--- src/rtl/bypass_rf_pkg.sv ---
// bypass_rf_pkg: shared widths and FSM encoding for the bypass register-file client
package bypass_rf_pkg;
  localparam int ADDR_WIDTH = 5;
  localparam int DATA_WIDTH = 32;
  localparam int NAME_WIDTH = 2;
  typedef enum logic [1:0] {IDLE, RES, WAIT, OUT} state_t;
endpackage

--- src/rtl/bypass_rf_client.sv ---
// bypass_rf_client: in-order operand fetch and writeback client for a renaming bypass register file
module bypass_rf_client
  import bypass_rf_pkg::*;
#(
  parameter int ADDR_W = ADDR_WIDTH,
  parameter int DATA_W = DATA_WIDTH,
  parameter int NAME_W = NAME_WIDTH
) (
  input  logic              i_clk,
  input  logic              i_rst,
  input  logic              i_req_valid,
  output logic              o_req_ready,
  input  logic [ADDR_W-1:0] i_req_rs1,
  input  logic [ADDR_W-1:0] i_req_rs2,
  input  logic [ADDR_W-1:0] i_req_rd,
  input  logic              i_req_wr,
  output logic              o_op_valid,
  input  logic              i_op_ready,
  output logic [DATA_W-1:0] o_op_d1,
  output logic [DATA_W-1:0] o_op_d2,
  input  logic              i_wb_valid,
  output logic              o_wb_ready,
  input  logic [DATA_W-1:0] i_wb_data,
  output logic [ADDR_W-1:0] o_rf_addr_in,
  output logic              o_rf_alloc_e,
  input  logic              i_rf_alloc_ready,
  input  logic [NAME_W-1:0] i_rf_name_out,
  output logic [ADDR_W-1:0] o_rf_addr_1,
  output logic [ADDR_W-1:0] o_rf_addr_2,
  output logic              o_rf_rrese_1,
  output logic              o_rf_rrese_2,
  input  logic              i_rf_rres_ready_1,
  input  logic              i_rf_rres_ready_2,
  input  logic [DATA_W-1:0] i_rf_d_out_1,
  input  logic [DATA_W-1:0] i_rf_d_out_2,
  input  logic              i_rf_valid_out_1,
  input  logic              i_rf_valid_out_2,
  output logic              o_rf_fe_1,
  output logic              o_rf_fe_2,
  output logic [NAME_W-1:0] o_rf_name_in_1,
  output logic [NAME_W-1:0] o_rf_w_f,
  output logic [DATA_W-1:0] o_rf_d_in_1,
  output logic              o_rf_we_1,
  output logic              o_rf_wfe,
  input  logic              i_rf_f_ready
);
  localparam int NUM_NAMES = 2**NAME_W;
  state_t            r_state, w_next;
  logic [ADDR_W-1:0] r_rs1, r_rs2, r_rd;
  logic              r_wr;
  logic [DATA_W-1:0] r_d1, r_d2;
  logic [NAME_W:0]   r_out;
  logic [NAME_W-1:0] r_wb_name, r_alloc_name;
  logic              w_accept, w_go, w_alloc, w_cap, w_xfer, w_wb;
  // Every strobe is gated by reset so nothing leaks out while state is being cleared.
  assign o_req_ready = !i_rst && r_state == IDLE;
  assign w_accept    = i_req_valid && o_req_ready;
  assign w_go        = !i_rst && r_state == RES && i_rf_rres_ready_1 && i_rf_rres_ready_2 &&
                       (i_rf_alloc_ready || !r_wr);
  assign w_alloc     = w_go && r_wr;
  assign w_cap       = !i_rst && r_state == WAIT && i_rf_valid_out_1 && i_rf_valid_out_2;
  assign o_op_valid  = !i_rst && r_state == OUT;
  assign w_xfer      = o_op_valid && i_op_ready;
  assign o_wb_ready  = !i_rst && r_out != '0 && i_rf_f_ready;
  assign w_wb        = i_wb_valid && o_wb_ready;
  assign o_rf_addr_1    = r_rs1;
  assign o_rf_addr_2    = r_rs2;
  assign o_rf_addr_in   = r_rd;
  assign o_rf_rrese_1   = w_go;
  assign o_rf_rrese_2   = w_go;
  assign o_rf_alloc_e   = w_alloc;
  assign o_rf_fe_1      = w_cap;
  assign o_rf_fe_2      = w_cap;
  assign o_op_d1        = r_d1;
  assign o_op_d2        = r_d2;
  assign o_rf_name_in_1 = r_wb_name;
  assign o_rf_w_f       = r_wb_name;
  assign o_rf_d_in_1    = i_wb_data;
  assign o_rf_we_1      = w_wb;
  assign o_rf_wfe       = w_wb;
  always_comb begin
    w_next = r_state;
    case (r_state)
      IDLE:    w_next = w_accept ? RES  : IDLE;
      RES:     w_next = w_go     ? WAIT : RES;
      WAIT:    w_next = w_cap    ? OUT  : WAIT;
      default: w_next = w_xfer   ? IDLE : OUT;
    endcase
  end
  always_ff @(posedge i_clk) begin
    if (i_rst) begin
      r_state      <= IDLE;
      r_out        <= '0;
      r_wb_name    <= '0;
      r_alloc_name <= '0;
    end else begin
      r_state <= w_next;
      r_out   <= r_out + (NAME_W+1)'(w_alloc) - (NAME_W+1)'(w_wb);
      if (w_alloc) r_alloc_name <= r_alloc_name + NAME_W'(1);
      if (w_wb) r_wb_name <= r_wb_name + NAME_W'(1);
    end
  end
  always_ff @(posedge i_clk) begin
    if (w_accept) begin
      r_rs1 <= i_req_rs1;
      r_rs2 <= i_req_rs2;
      r_rd  <= i_req_rd;
      r_wr  <= i_req_wr;
    end
    if (w_cap) begin
      r_d1 <= i_rf_d_out_1;
      r_d2 <= i_rf_d_out_2;
    end
  end
  // The file hands out names in the same round-robin order we retire them.
  always_ff @(posedge i_clk) begin
    if (!i_rst && w_alloc) assert (i_rf_name_out == r_alloc_name);
    if (!i_rst) assert (r_out <= (NAME_W+1)'(NUM_NAMES));
  end
endmodule

--- config.mk ---
export PLATFORM = sky130hd
export DESIGN_NAME = bypass_rf_client
export DESIGN_NICKNAME = d
export VERILOG_FILES = /design/src/rtl/bypass_rf_pkg.sv /design/src/rtl/bypass_rf_client.sv
export SDC_FILE = /design/constraint.sdc
export NUM_CORES = 1
export LEC_CHECK = 0
export BUFFER_PORTS_ARGS = -buffer_cell sky130_fd_sc_hd__buf_2
export CORE_AREA = 2 2 97 99
export CTS_BUF_LIST = sky130_fd_sc_hd__clkbuf_4 sky130_fd_sc_hd__clkbuf_8
export DETAILED_ROUTE_END_ITERATION = 16
export DIE_AREA = 0 0 99 101
export GPL_ROUTABILITY_DRIVEN = 0
export GPL_TIMING_DRIVEN = 0
export PLACE_DENSITY = 0.77
export SETUP_SLACK_MARGIN = 0.02
export SLEW_MARGIN = 25
export SYNTH_ARGS = -nofsm -noshare
export SYNTH_HDL_FRONTEND = slang
export SYNTH_SLANG_ARGS = --single-unit
--- constraint.sdc ---
create_clock -name i_clk -period 3.9 [get_ports i_clk]
set_clock_uncertainty 0.05 [all_clocks]
set_input_delay 0.39 -clock i_clk [delete_from_list [all_inputs] [get_ports i_clk]]
set_output_delay 0.39 -clock i_clk [all_outputs]
set_load 0.02 [all_outputs]
==> impl_summary.log <==
INFO  metric synth-seq-cells = 87
INFO  metric number_of_optimization_iterations_in_the_first_detailed_route_pass = 4
INFO  metric clkLatencyLatePin = 340 ps
INFO  metric synth.lib_cells_used.distinct = 28
INFO  metric post_drt_via_cell_ratio = 4.23
INFO  metric critical_path_arrival = 2110 ps
INFO  metric clock_tree_from_tritoncts = done
INFO  metric max_slew.worst_pin.slew = 712 ps
INFO  metric synth_area = 3140 sq um
INFO  metric finalWirelength = 7140 microns
INFO  metric crit_type = reg -> out
INFO  metric cts-htree-levels = 3
INFO  metric worstReg2RegEnd = r_out[2]
INFO  metric boundaryPins = 250
INFO  metric worst_reg_to_reg_cells = 9
INFO  metric layout.filler_cells = 772
INFO  metric initial_utilization = 35.0%
INFO  metric first_global_vias = 2,070
INFO  metric worstPathRequired = 3460 ps
INFO  metric outcome = complete, no violations
INFO  metric synthToLayoutAreaGrowth = 47.6%
INFO  metric seq_area_frac_synth = 81.0%
INFO  metric first_pass_grt_wire_length = 9980 microns
INFO  metric timing_max_transition_violations_final = 0
INFO  metric cts.clk_slew.worst_paths = 100 ps
INFO  metric dpl.hpwl = 5650 microns
INFO  metric total_drc_errors_in_the_routed_layout = 0
INFO  metric ant_diodes = 0
INFO  metric cts_hold_buf = 0
INFO  metric power.ir.vdd_worst = 0.000167 V
INFO  metric number_of_instances_in_the_synthesized_netlist = 165
INFO  metric antenna_found_initial = 0
INFO  metric hold_violations = 0
INFO  metric fmax = 392 MHz
INFO  metric clock_buffers_created_by_tritoncts = 9
INFO  metric synthAdderAreaFrac = 1.44%
INFO  metric synth.area.top_cells = sky130_fd_sc_hd__edfxtp_1, sky130_fd_sc_hd__buf_4, sky130_fd_sc_hd__dfxtp_1, sky130_fd_sc_hd__ha_1, sky130_fd_sc_hd__nor2b_1
INFO  metric synth_fp_nets = 293
INFO  metric muxShareOfSynthArea = 0.319%
INFO  metric core_area = 8980 sq um
INFO  metric ff2ff_setup_slack = 1660 ps
INFO  metric compound_cell_area_share_of_the_yosys_netlist = 1.48%
INFO  metric endpoint_kind = primary output
INFO  metric leakagePower = 2.09 nW
INFO  metric dominant_synthesized_flop_cell = sky130_fd_sc_hd__edfxtp_1
INFO  metric synth_area_leader_cell = sky130_fd_sc_hd__edfxtp_1
INFO  metric holdPathStages = 1
INFO  metric pin_count_of_the_biggest_net_entering_global_routing = 29
INFO  metric chipWidth = 99 microns
INFO  metric whs_endpoint = o_op_d1[17]
INFO  metric final_nets = 520
INFO  metric power_density = 410 nW/um^2
INFO  metric num_rows = 35
INFO  metric cts_sinks = 87
INFO  metric die-area = 10000 sq um
INFO  metric critPathLaunchType = flop
INFO  metric ys.warnings.count = 0
INFO  metric root_buffer = sky130_fd_sc_hd__clkbuf_8
INFO  metric y_dimension_of_the_die = 101 microns
INFO  metric synth_top_family_by_area = buffers and inverters
INFO  metric period_needed = 2550 ps
INFO  metric ant_nets = 0
INFO  metric timing.final.crit_share = 65.5%
INFO  metric post_drt_wl_per_cell = 14.1 microns
INFO  metric vias = 2,150
INFO  metric hold_path.startpoint = i_rf_d_out_1[17]
INFO  metric utilization = 51.6%
INFO  metric postSynth.asyncResetShare = 0%
INFO  metric grt_use_total = 13.2%
INFO  metric synth-xor-area-share = 0.558%
INFO  metric clock_path_buffers = 2
INFO  metric port-buffer-count = 214
INFO  metric post-synth-top-area-fraction = 76.6%
INFO  metric post-cts-setup-buffer-count = 0
INFO  metric timing.max_cap.violations = 0
INFO  metric final_layout_size_suffix_gt1_share = 69.8%
INFO  metric rsz_0062_raised_after_global_routing = false
INFO  metric synth-edff-count = 80
INFO  metric max-slew-margin-rel = 52.4%
INFO  metric postCtsResizedCells = 0
INFO  metric post_synth_and_or_nand_nor_area_fraction = 5.22%
INFO  metric grt_overflow_total = 0
INFO  metric timing.hold.ws = 156 ps
INFO  metric dr.first_iter.drc_count = 52
INFO  metric min_path_type = in -> reg
INFO  metric reg2reg_from = r_out[1]
INFO  metric syn_area_per_cell = 19.0 sq um
INFO  metric setup_viol = 0
INFO  metric path_max_fanout = 20
-- state kept, by name (all words and copies together), names as in the netlist --
name            cells
o_rf_addr_1         5
o_rf_name_in_1      2
r_out               3
o_op_d1            32
o_op_d2            32
o_rf_addr_in        5
r_wr                1
r_state             2
o_rf_addr_2         5
-- cell usage in the layout, fill, tap and decap left out, drive strengths merged, types with 3 or more instances in the layout --
master,count
nor2b,4
clkbuf,9
nor2,4
inv,8
dfxtp,7
edfxtp,80
nand2,3
buf,255
nor3,3
-- critical path, cell delays in order (launching register included) --
cell and delay [ps]:
sky130_fd_sc_hd__dfxtp_1 310, sky130_fd_sc_hd__buf_2 190, sky130_fd_sc_hd__nand4_1 170, sky130_fd_sc_hd__nor2_4 580, sky130_fd_sc_hd__buf_16 240, sky130_fd_sc_hd__buf_4 120
sky130_fd_sc_hd__buf_2 150
-- how the worst max path moves through the flow --
stage | depth (start not counted) | startpoint | to
final | 6 | r_state[1] | o_rf_fe_2
after global routing | 6 | r_state[1] | o_rf_fe_2
after CTS | 6 | r_state[1] | o_rf_fe_2
after detailed placement | 7 | i_rst | o_rf_fe_2
after global placement | 6 | i_rst | o_rf_fe_2
after floorplan | 5 | i_rst | o_rf_fe_2
-- cell families (layout without fill, tap and decap cells) --
logic type / after synthesis / after routing
muxes: 1 / 1
xor gates and xnor gates: 2 / 2
buffers and inverters: 44 / 276
AOI/OAI and AO/OA: 6 / 6
and+or+nand+nor: 22 / 22
adders and majority gates: 3 / 3
DFF: 87 / 87
-- synthesized netlist by cell type (2+ instances only) --
cell type                  number
sky130_fd_sc_hd__dfxtp_1        7
sky130_fd_sc_hd__nor2_1         4
sky130_fd_sc_hd__edfxtp_1      80
sky130_fd_sc_hd__a31oi_1        2
sky130_fd_sc_hd__buf_4         37
sky130_fd_sc_hd__nor2b_1        4
sky130_fd_sc_hd__ha_1           2
sky130_fd_sc_hd__xnor2_1        2
sky130_fd_sc_hd__and2_1         2
sky130_fd_sc_hd__nand2_1        3
sky130_fd_sc_hd__inv_1          5
-- where the power goes --
| part | switching (mW) | total (mW) | internal [mW] | leakage [nW] |
|---|---|---|---|---|
| sequential | 0.00712 | 1.04 | 1.03 | 0.780 |
| combinational | 0.0775 | 0.157 | 0.0794 | 1.19 |
| clock | 0.332 | 0.703 | 0.371 | 0.115 |
-- layer usage --
layer	share of wire [%]	global-route usage, %	vias up
met5	0	0	-
met4	1.1	4.85	0
met3	11	4.99	8
met2	53	22.6	132
met1	35	15.1	993
li1	-	-	1017
-- per-stage QoR --
stage | instances | power (mW) | TNS, ps | instance area [sq um] | setup WS, ps
2_1_floorplan | 165 | 1.14 | 0 | 3140 | 554
3_3_place_gp | 490 | 1.21 | -311 | 4350 | -164
3_5_place_dp | 492 | 1.22 | 0 | 4400 | 1520
4_1_cts | 508 | 1.92 | 0 | 4630 | 1290
5_1_grt | 508 | 1.97 | 0 | 4630 | 1170
6_report | 508 | 1.90 | 0 | 4630 | 1350
-- final cells by class --
class,count,area [sq um],area share (%)
Buffer,39,294,6.35
Clock buffer,9,124,2.67
Clock inverter,7,104,2.24
Inverter,5,18.8,0.405
Multi-Input combinational cell,34,290,6.27
Sequential cell,87,2540,54.9
Tap cell,111,139,3.00
Timing Repair Buffer,216,1120,24.2
Note: power is estimated with default switching activity, not from simulation.
